File: src/rtl/video_timing.sv
// Pong sync/blanking generator: cascaded pixel/line counters with registered
// decode of the next count, so every output lines up with HCNT/VCNT.
`timescale 1ns/1ps
module video_timing #(
  parameter int H_TOTAL      = 455,
  parameter int H_BLANK_END  = 80,
  parameter int H_SYNC_START = 32,
  parameter int H_SYNC_END   = 64,
  parameter int V_TOTAL      = 262,
  parameter int V_BLANK_END  = 16,
  parameter int V_SYNC_START = 4,
  parameter int V_SYNC_END   = 8
) (
  input  logic       CLK,
  input  logic       RESET_N,
  input  logic       CE,
  output logic [8:0] HCNT,
  output logic [8:0] VCNT,
  output logic       HSYNC_N,
  output logic       VSYNC_N,
  output logic       HBLANK_N,
  output logic       VBLANK_N,
  output logic       HRESET,
  output logic       VRESET
);

  localparam logic [8:0] LP_H_MAX   = 9'(H_TOTAL - 1);
  localparam logic [8:0] LP_H_BEND  = 9'(H_BLANK_END);
  localparam logic [8:0] LP_H_SSTRT = 9'(H_SYNC_START);
  localparam logic [8:0] LP_H_SEND  = 9'(H_SYNC_END);
  localparam logic [8:0] LP_V_MAX   = 9'(V_TOTAL - 1);
  localparam logic [8:0] LP_V_BEND  = 9'(V_BLANK_END);
  localparam logic [8:0] LP_V_SSTRT = 9'(V_SYNC_START);
  localparam logic [8:0] LP_V_SEND  = 9'(V_SYNC_END);

  function automatic logic in_window(input logic [8:0] cnt,
                                     input logic [8:0] lo,
                                     input logic [8:0] hi);
    return (cnt >= lo) && (cnt < hi);
  endfunction

  logic [8:0] r_hcnt_p1;
  logic [8:0] r_vcnt_p1;
  logic       r_hsync_n_p1;
  logic       r_vsync_n_p1;
  logic       r_hblank_n_p1;
  logic       r_vblank_n_p1;
  logic       r_hreset_p1;
  logic       r_vreset_p1;

  logic       w_hwrap_p0;
  logic [8:0] w_hcnt_p0;
  logic [8:0] w_vcnt_p0;
  logic       w_hlast_p0;

  // Stage p0: next-count values, decoded before they are registered
  assign w_hwrap_p0 = (r_hcnt_p1 == LP_H_MAX);
  assign w_hcnt_p0  = w_hwrap_p0 ? 9'd0 : r_hcnt_p1 + 9'd1;
  assign w_vcnt_p0  = !w_hwrap_p0            ? r_vcnt_p1 :
                      (r_vcnt_p1 == LP_V_MAX) ? 9'd0      : r_vcnt_p1 + 9'd1;
  assign w_hlast_p0 = (w_hcnt_p0 == LP_H_MAX);

  // Stage p1: registered counts and decode; everything holds while CE is low
  always_ff @(posedge CLK or negedge RESET_N) begin
    if (!RESET_N) begin
      r_hcnt_p1     <= 9'd0;
      r_vcnt_p1     <= 9'd0;
      r_hsync_n_p1  <= 1'b1;
      r_vsync_n_p1  <= 1'b1;
      r_hblank_n_p1 <= 1'b0;
      r_vblank_n_p1 <= 1'b0;
      r_hreset_p1   <= 1'b0;
      r_vreset_p1   <= 1'b0;
    end else if (CE) begin
      r_hcnt_p1     <= w_hcnt_p0;
      r_vcnt_p1     <= w_vcnt_p0;
      r_hsync_n_p1  <= !in_window(w_hcnt_p0, LP_H_SSTRT, LP_H_SEND);
      r_vsync_n_p1  <= !in_window(w_vcnt_p0, LP_V_SSTRT, LP_V_SEND);
      r_hblank_n_p1 <= (w_hcnt_p0 >= LP_H_BEND);
      r_vblank_n_p1 <= (w_vcnt_p0 >= LP_V_BEND);
      r_hreset_p1   <= w_hlast_p0;
      r_vreset_p1   <= w_hlast_p0 && (w_vcnt_p0 == LP_V_MAX);
    end
  end

  assign HCNT     = r_hcnt_p1;
  assign VCNT     = r_vcnt_p1;
  assign HSYNC_N  = r_hsync_n_p1;
  assign VSYNC_N  = r_vsync_n_p1;
  assign HBLANK_N = r_hblank_n_p1;
  assign VBLANK_N = r_vblank_n_p1;
  assign HRESET   = r_hreset_p1;
  assign VRESET   = r_vreset_p1;

endmodule

File: config.mk
export PLATFORM = sky130hd
export DESIGN_NAME = video_timing
export DESIGN_NICKNAME = d
export VERILOG_FILES = /design/src/rtl/video_timing.sv
export SDC_FILE = /design/constraint.sdc
export NUM_CORES = 1
export LEC_CHECK = 0
export ABC_AREA = 1
export BUFFER_PORTS_ARGS = -buffer_cell sky130_fd_sc_hd__buf_4
export CAP_MARGIN = 25
export CORE_MARGIN = 3
export CORE_UTILIZATION = 45
export DETAILED_ROUTE_END_ITERATION = 7
export GPL_ROUTABILITY_DRIVEN = 0
export HOLD_SLACK_MARGIN = 0.12
export PLACE_DENSITY = 0.66
export SYNTH_ARGS = -nofsm -noshare
export SYNTH_HDL_FRONTEND = slang
export SYNTH_SLANG_ARGS = --single-unit
File: constraint.sdc
create_clock -name CLK -period 1.9 [get_ports CLK]
set_input_delay 0.19 -clock CLK [delete_from_list [all_inputs] [get_ports CLK]]
set_output_delay 0.19 -clock CLK [all_outputs]
set_load 0.005 [all_outputs]
* Word level (Yosys, flattened, before mapping) *
Index checks and enable logic that the tools add are counted.

word-level totals
  flip-flop bits (word level) = 24
  bits of input ports = 3
  output and inout port bits = 24
  word-level logic and storage cells = 28

operators by class
  add/sub/neg operators = 2
  magnitude comparators = 6
  eq/ne operators = 4
  mux-type cells = 3
  reductions and logical operators = 5

operator list
  kind                                                                    number
  9-bit equality test (second input constant)                             4
  9-bit 2-to-1 mux                                                        3
  9-bit by 1-bit adder with 9-bit output (second input constant)          2
  9-bit by 3-bit >= comparator with 1-bit output (second input constant)  1
  9-bit by 5-bit >= comparator with 1-bit output (second input constant)  1
  9-bit by 6-bit >= comparator with 1-bit output (second input constant)  1
  9-bit by 7-bit >= comparator with 1-bit output (second input constant)  1
  9-bit by 4-bit < comparator with 1-bit output (second input constant)   1
  9-bit by 7-bit < comparator with 1-bit output (second input constant)   1
  1-bit logical AND                                                       3
  1-bit zero test                                                         2

* Depth between registers and ports, before layout *
Gate-level depths: netlist of the first run.

  word-level depth = 6
  gate-level depth with buffers = 14
  depth with buffers taken out = 13

* Worst setup path after synthesis of the first run *
No wires, ideal clock.

  path type = register to register
  from = reg r_hcnt_p1[0], in the netlist HCNT[0]
  to = reg r_vblank_n_p1, in the netlist VBLANK_N
  setup time = 0.119 ns
  arrival = 1.489 ns
  data required time = 1.781 ns
  setup slack = 0.292 ns
  cell stages (with the launch flop) = 11
  path buffers = 0
  period minus slack after synthesis = 1.608 ns
  cell sequence = dfrtp_1 inv_1 ha_1 nand2_2 nor2_2 nand2_2 or2_1 nand3_1 nand2_1 nor2_1 nor2_1

between the ends
  longest elaborated chain between the ends = 3

ends and longest elaborated chain
  what                                            RTL line  RTL
  start, declared                                 42        logic [8:0] r_hcnt_p1;
  start signal, assigned                          75        r_hcnt_p1 <= w_hcnt_p0;
  9-bit equality test                             57        assign w_hwrap_p0 = (r_hcnt_p1 == LP_H_MAX);
  9-bit 2-to-1 mux                                59        assign w_vcnt_p0 = !w_hwrap_p0 ? r_vcnt_p1 :
  9-bit by 5-bit >= comparator with 1-bit output  80        r_vblank_n_p1 <= (w_vcnt_p0 >= LP_V_BEND);
  end signal, assigned                            80
  end, declared                                   47        logic r_vblank_n_p1;

No other way between the ends.
A chain may end at the register's enable or synchronous reset.

* Worst setup path after layout of the first run *
Same ends and word-level chain as after synthesis.

==> metrics, run 1 <==
vias in the first global route=1363; Post-synth top cells=nand2_1 (78), nor2_1 (30), inv_1 (24), nand3_1 (23), dfrtp_1 (22); hold_sp=CE; fin crit period=1790 ps; Seq/Total Area, Yosys=38.2%; fin nets=278; final wirelength=4120 microns; kind of critical path=reg -> reg; Critical path origin=HCNT[0]$_DFFE_PN0P_; Die Height=65.2 microns; Antenna Cells=0; vias per cell=5.10; Post-Syn Instances=236; Hold Slack=233 ps; synth warn=0; Worst EP arrival=2030 ps; max-cap violation count=0; # setup viols final=0; Max clock buf depth=2; IO Port Bufs=26; Peak supply drop=0.580 mV; final hold violations=0; Synth Net Count=243; Die W=65.2 microns; worst hold path class=in -> reg; synth top area cells=dfrtp_1 (35%), nand2_1 (19%), nand3_1 (7.3%); Final Slew Violations=0; skew final=1.85 ps; Worst-Margin Slew=366 ps; Layout Area Growth over Synthesis=26.9%; total die area=4250 sq um; most common cell in the synthesized netlist=nand2_1; core footprint=3200 sq um; worst path required time=2140 ps; Starting Density=49.3%; final setup margin=112 ps; leak pwr=0.977 nW; drt initial violations=177; Max-slew headroom=75.6%; post-place setup slack=60.6 ps; GRT Overall Usage=19.7%; Most used DFF post-synth=dfrtp_1; Post-DP HPWL=2830 microns; FFs w/ async S/R, synth=100%; largest net degree at the start of global routing=32; RR Startpoint=HCNT[0]$_DFFE_PN0P_; peak fanout along the critical path=11; clk_lat worst skew=330 ps; global route overflow=0; synthesized area per cell=6.69 sq um; Cell variety after synth=24; Finished Layout Cells=314; PwrDens=923 nW/um^2; status=finished clean; Sink Count=24; cell taking the most area after synthesis=dfrtp_1; row count=20; CTS Buf Count=3; drt wl/cell=13.1 microns; Post-Route Utilization=62.5%; H-tree depth=1; clk slew on worst S/H paths=140 ps; EDFF count, synth=0; layout cell share with drive strength beyond 1=26.3%; type of element launching the critical path=flip-flop; post-route ant nets=0; overall power=1.85 mW; critical path capture point type=flip-flop; I/O pin count=27; root buffer cell=clkbuf_4; Synth top area share=34.9%; Synth Register Bits=24; Mapped Area=1580 sq um; # DRC=0; vias post-DR=1600; Fmax achieved=559 MHz; Placed Instances=303; first-pass GRT wire length=6520 microns; TritonRoute pass-1 iters=4; TritonCTS clock tree=built; part of the cycle the worst path needs=94.1%; initial antenna violation count=0
-- metal layers --
layer  GRT usage, %  part of all wire, %
met1           30.8                   49
met2           26.7                   43
met3           3.08                  6.6
met4           7.25                  1.2
met5              0                    0
-- cells by family after synthesis --
group / Yosys count / share of synthesized area [%]
and+or+nand+nor: 146 / 39.4
buffers and inverters: 32 / 8.64
adders and majority gates: 4 / 3.17
AOI/OAI and AO/OA: 28 / 9.44
DFF: 24 / 38.2
xor gates and xnor gates: 2 / 1.11
-- worst paths after layout --
path	to	slack, ps	cells past startpoint
min reg2reg	HSYNC_N$_DFFE_PN1P_	500	2
max reg2reg	VBLANK_N$_DFFE_PN0P_	110	10
max	VBLANK_N$_DFFE_PN0P_	110	10
min	HSYNC_N$_DFFE_PN1P_	230	3
min in group asynchronous	HCNT[5]$_DFFE_PN0P_	280	2
max in group asynchronous	VSYNC_N$_DFFE_PN1P_	1320	2
-- state kept, by name (all words and copies together), names as in the netlist --
name	flops
HRESET	1
HCNT	9
HSYNC_N	1
VCNT	9
VSYNC_N	1
HBLANK_N	1
VBLANK_N	1
VRESET	1
-- layout make-up --
| class | count | area, sq um |
|---|---|---|
| inverters | 25 | 93.8 |
| clock buffers | 4 | 36.3 |
| flip-flops and latches | 24 | 606 |
| multi-input cells | 180 | 901 |
| repair buffers | 37 | 310 |
| well taps | 44 | 55.1 |
| fillers | 308 | 1200 |
-- worst max-delay path: stages, from the launching register on --
cell,delay (ps)
dfrtp_1,450
inv_2,110
ha_4,140
nand2_2,70
nor2_4,140
nand2_4,100
or2_1,250
nand3_1,130
nand2_1,100
nor2_2,160
nor2_1,60
-- what timing repair did --
action,4_1_cts,5_1_grt
buffers inserted,0,5
setup endpoints to repair,0,6
resized for setup,0,22
hold buffers,1,0
hold endpoints to repair,24,0
-- cells in the final DEF, fill, tap and decap left out --
cell type and instances:
dfstp_2 2, dfrtp_2 2, nand3_2 2, inv_1 22, buf_12 1, buf_4 34
nand4_1 3, and2_0 1, o22ai_1 3, clkbuf_16 1, ha_2 2, nand2_2 7
dlygate4sd3_1 1, xor2_1 2, o21a_1 1, nand2_1 75, ha_4 1, nand3_1 23
ha_1 1, a21oi_1 1, clkbuf_4 3, a31oi_1 2, clkbuf_8 1, inv_2 3
o21ai_0 19, or2_1 1, nor2_1 24, nor2_4 2, a21oi_2 2, dfrtp_1 20
nand2_4 1, nor2_2 7
-- report_power, final --
part | leakage (nW) | switching (mW) | internal [mW] | total, mW
clock | 0.0210 | 0.169 | 0.117 | 0.287
combinational | 0.659 | 0.434 | 0.349 | 0.783
sequential | 0.296 | 0.159 | 0.621 | 0.779
total | 0.977 | 0.762 | 1.09 | 1.85
-- metrics by stage --
step                area, sq um  setup TNS [ps]
global placement           1830               0
CTS                        1870               0
finish                     2000               0
detailed placement         1830               0
global route               2000           -48.2
floorplan                  1580               0
Note: power is estimated with default switching activity, not from simulation.
==> run 2: changes to the inputs <==
--- a/config.mk
+++ b/config.mk
@@ -7,13 +7,13 @@
 export LEC_CHECK = 0
 export ABC_AREA = 1
 export BUFFER_PORTS_ARGS = -buffer_cell sky130_fd_sc_hd__buf_4
-export CAP_MARGIN = 25
 export CORE_MARGIN = 3
-export CORE_UTILIZATION = 45
+export CORE_UTILIZATION = 55
 export DETAILED_ROUTE_END_ITERATION = 7
 export GPL_ROUTABILITY_DRIVEN = 0
 export HOLD_SLACK_MARGIN = 0.12
-export PLACE_DENSITY = 0.66
+export PLACE_DENSITY = 0.78
+export SLEW_MARGIN = 20
 export SYNTH_ARGS = -nofsm -noshare
 export SYNTH_HDL_FRONTEND = slang
 export SYNTH_SLANG_ARGS = --single-unit
==> metrics, run 2 (synthesis results as in run 1) <==
status=finished clean; Die Height=59.6 microns; # DRC=0; crit-path most repeated cell=nor2_1; max-cap violation count=0; Max clock buf depth=2; critical path capture point type=flip-flop; final setup margin=157 ps; final hold violations=0; Worst EP arrival=1970 ps; register area=604 sq um; worst hold path class=in -> reg; GRT Overall Usage=23.8%; fin nets=277; drt initial violations=108; CTS Buf Count=3; vias in the first global route=1427; peak fanout along the critical path=11; I/O pin count=27; IO Port Bufs=26; clk slew on worst S/H paths=130 ps; CP max-delay cell=dfrtp_1; fin crit period=1740 ps; final wirelength=3800 microns; overall power=1.74 mW; Peak supply drop=0.804 mV; Post-Route Utilization=72.8%; total die area=3550 sq um; skew final=4.30 ps; first-pass GRT wire length=6440 microns; leading cell types in the layout, fill and taps excluded=nand2_1 (78), buf_4 (34), nor2_1 (27), inv_1 (23), nand3_1 (23); Antenna Cells=0; Fmax achieved=574 MHz; most common cell after layout, fill and taps aside=nand2_1; part of the cycle the worst path needs=91.7%; Starting Density=60.9%; Final Slew Violations=0; Sink Count=24; H-tree depth=1; Max-slew headroom=75.5%; Layout Area Growth over Synthesis=19.5%; fill cell count=220; leak pwr=0.963 nW; post-place setup slack=104 ps; type of element launching the critical path=flip-flop; layout cell share with drive strength beyond 1=20.9%; post-route ant nets=0; clk_lat worst skew=320 ps; row count=18; initial antenna violation count=0; PwrDens=923 nW/um^2; Die W=59.6 microns; root buffer cell=clkbuf_4; CP Cell Sequence=inv_2 > ha_1 > nand2_2 > nor2_2 > nand2_4 > or2_1 > nand3_1 > nand2_1 > nor2_1 > nor2_1; Worst-Margin Slew=366 ps; kind of critical path=reg -> reg; largest net degree at the start of global routing=32; Finished Layout Cells=298; # setup viols final=0; worst path required time=2120 ps; Sum Neg Setup Slack=0 ps; global route overflow=0; vias per cell=5.36; slowest cell delay on critical path=450 ps; Placed Instances=292; drt wl/cell=12.8 microns; TritonRoute pass-1 iters=5; Post-DP HPWL=2810 microns; area of the multi-input gates=851 sq um; core footprint=2590 sq um; vias post-DR=1596; TritonCTS clock tree=built; RSZ-0062 raised after global routing=no
[run 2: what timing repair did]
item	CTS	global route
hold buffers	1	0
endpoints found under the hold margin	24	0
buffers inserted	0	2
setup endpoints to repair	0	6
gates resized for setup	0	7
[run 2: final cells by class]
type                       instances  share of cell area [%]
sequential                        24                    32.1
tap                               30                    1.99
clock buffer                       3                    1.19
multi-input combinational        180                    45.1
timing repair buffer              36                    14.7
inverter                          25                    4.98
[run 2: path summary, 6_finish.rpt]
| path | start | endpoint | slack, ps | depth (start not counted) |
|---|---|---|---|---|
| max | HCNT[0]$_DFFE_PN0P_ | VBLANK_N$_DFFE_PN0P_ | 160 | 10 |
| min | CE | VSYNC_N$_DFFE_PN1P_ | 240 | 3 |
| max reg2reg | HCNT[0]$_DFFE_PN0P_ | VBLANK_N$_DFFE_PN0P_ | 160 | 10 |
| min reg2reg | VSYNC_N$_DFFE_PN1P_ | VSYNC_N$_DFFE_PN1P_ | 500 | 2 |
| max in group asynchronous | RESET_N | VSYNC_N$_DFFE_PN1P_ | 1320 | 2 |
| min in group asynchronous | RESET_N | HCNT[6]$_DFFE_PN0P_ | 290 | 2 |
[run 2: layer usage]
| layer | GRT usage [%] | vias to the layer above | wire length, microns |
|---|---|---|---|
| li1 | - | 812 | - |
| met1 | 35.6 | 700 | 1790 |
| met2 | 34.6 | 75 | 1620 |
| met3 | 2.61 | 9 | 317 |
| met4 | 10.1 | 0 | 81 |
| met5 | 0 | - | 0 |
[run 2: where the power goes]
part | total, mW | switching (mW) | internal, mW
clock | 0.229 | 0.154 | 0.0744
sequential | 0.766 | 0.147 | 0.619
combinational | 0.745 | 0.414 | 0.331
[run 2: through the flow]
| stage | hold WS (ps) | cell area [sq um] |
|---|---|---|
| final | 243 | 1890 |
| after global routing | 252 | 1890 |
| after CTS | 233 | 1850 |
| after detailed placement | 101 | 1820 |
| after global placement | 102 | 1820 |
| after floorplan | -106 | 1580 |
[run 2: critical path: cells and delay by family, from the launching register on]
family	cells	cell delay, ps
simple gates	8	950
fa+ha+maj	1	150
buf+inv	1	90
flops	1	450
==> run 3: changes to the inputs <==
--- a/config.mk
+++ b/config.mk
@@ -7,6 +7,7 @@
 export LEC_CHECK = 0
 export ABC_AREA = 1
 export BUFFER_PORTS_ARGS = -buffer_cell sky130_fd_sc_hd__buf_4
+export CORE_ASPECT_RATIO = 0.9
 export CORE_MARGIN = 3
 export CORE_UTILIZATION = 55
 export DETAILED_ROUTE_END_ITERATION = 7
==> metrics, run 3 (synthesis results as in run 1) <==
Layout Area Growth over Synthesis=24.8%; kind of critical path=reg -> reg; fin nets=282; core footprint=2590 sq um; max-cap violation count=0; clk_lat worst skew=320 ps; Starting Density=60.8%; drt initial violations=186; initial antenna violation count=0; vias per cell=5.27; Final Slew Violations=0; H-tree depth=1; total die area=3550 sq um; I/O pin count=27; # setup viols final=0; largest net degree at the start of global routing=32; root buffer cell=clkbuf_4; status=finished clean; Worst EP arrival=2000 ps; vias in the first global route=1341; drt wl/cell=13.0 microns; Max clock buf depth=2; type of element launching the critical path=flip-flop; Sum Neg Setup Slack=0 ps; CTS Buf Count=3; DP Area=1830 sq um; Peak supply drop=0.752 mV; post-route ant nets=0; final hold violations=0; Post-Route Utilization=75.9%; Antenna Cells=0; leading cell types in the layout, fill and taps excluded=nand2_1 (77), buf_4 (39), nor2_1 (27), inv_1 (23), nand3_1 (23); clk slew on worst S/H paths=130 ps; worst hold path class=in -> reg; # DRC=0; Post-Layout Inst Area=1970 sq um; part of the cycle the worst path needs=93.2%; Max-slew headroom=75.7%; most common cell after layout, fill and taps aside=nand2_1; Post-DP HPWL=2880 microns; Sink Count=24; Fmax achieved=565 MHz; first-pass GRT wire length=6450 microns; critical path capture point type=flip-flop; TritonRoute pass-1 iters=4; Die Height=56.8 microns; GRT Overall Usage=22.8%; final wirelength=4040 microns; leak pwr=1.00 nW; skew final=5.71 ps; TritonCTS clock tree=built; Worst-Margin Slew=364 ps; IO Port Bufs=26; fin crit period=1770 ps; Finished Layout Cells=312; vias post-DR=1643; R2R setup slack=130 ps; row count=17; layout cell share with drive strength beyond 1=23.4%; Placed Instances=300; worst path required time=2130 ps; peak fanout along the critical path=11; global route overflow=0; PwrDens=970 nW/um^2; Die W=62.5 microns
[run 3: cell types whose count changed in the layout (fill, tap and decap cells not counted)]
cell,change
nand2_1,-1
buf_4,+5
bufinv_16,+1
a21oi_1,-1
a21oi_2,+1
nand2_2,+1
[run 3: critical path: stages (launching register included)]
cell	delay [ps]
dfrtp_1	450
inv_2	100
ha_1	160
nand2_2	60
nor2_2	150
nand2_4	110
or2_1	260
nand3_1	120
nand2_1	100
nor2_2	120
nor2_1	50
[run 3: per-layer routing]
layer / vias up / part of all wire (%) / global-route usage (%)
met5: - / 0 / 0
met2: 72 / 43 / 32.4
met3: 4 / 6.8 / 5.40
met4: 0 / 0.89 / 4.72
met1: 740 / 49 / 34.9
li1: 827 / - / -
[run 3: path summary, 6_finish.rpt]
check | from | end | cells after the start
worst max-delay path | HCNT[0]$_DFFE_PN0P_ | VBLANK_N$_DFFE_PN0P_ | 10
worst min-delay path | CE | VSYNC_N$_DFFE_PN1P_ | 3
worst max register to register | HCNT[0]$_DFFE_PN0P_ | VBLANK_N$_DFFE_PN0P_ | 10
worst min register to register | VSYNC_N$_DFFE_PN1P_ | VSYNC_N$_DFFE_PN1P_ | 2
max in group asynchronous | RESET_N | HSYNC_N$_DFFE_PN1P_ | 2
min in group asynchronous | RESET_N | HCNT[6]$_DFFE_PN0P_ | 2
[run 3: what timing repair did]
action,in CTS,in global routing
setup endpoints to repair,0,6
gates resized for setup,0,9
hold endpoints to repair,24,0
setup buffers,0,7
hold buffers,1,0
[run 3: metrics by stage]
step / worst slack, ps / hold WS, ps / power (mW)
2_1_floorplan: 292 / -106 / 1.15
3_3_place_gp: 133 / 107 / 1.48
3_5_place_dp: 53.8 / 104 / 1.48
4_1_cts: 39.0 / 219 / 1.86
5_1_grt: -7.47 / 247 / 2.06
6_report: 129 / 240 / 1.91
[run 3: final cells by class]
class	instances	area [sq um]
multi-input combinational	180	857
fill	221	626
sequential	24	604
timing repair buffer	41	314
inverter	25	93.8
tap	38	47.5
clock inverter	1	30.0
clock buffer	3	22.5
[run 3: power breakdown]
part / total (mW) / switching (mW) / internal, mW
registers: 0.769 / 0.150 / 0.619
logic: 0.772 / 0.428 / 0.344
clock network: 0.370 / 0.157 / 0.213
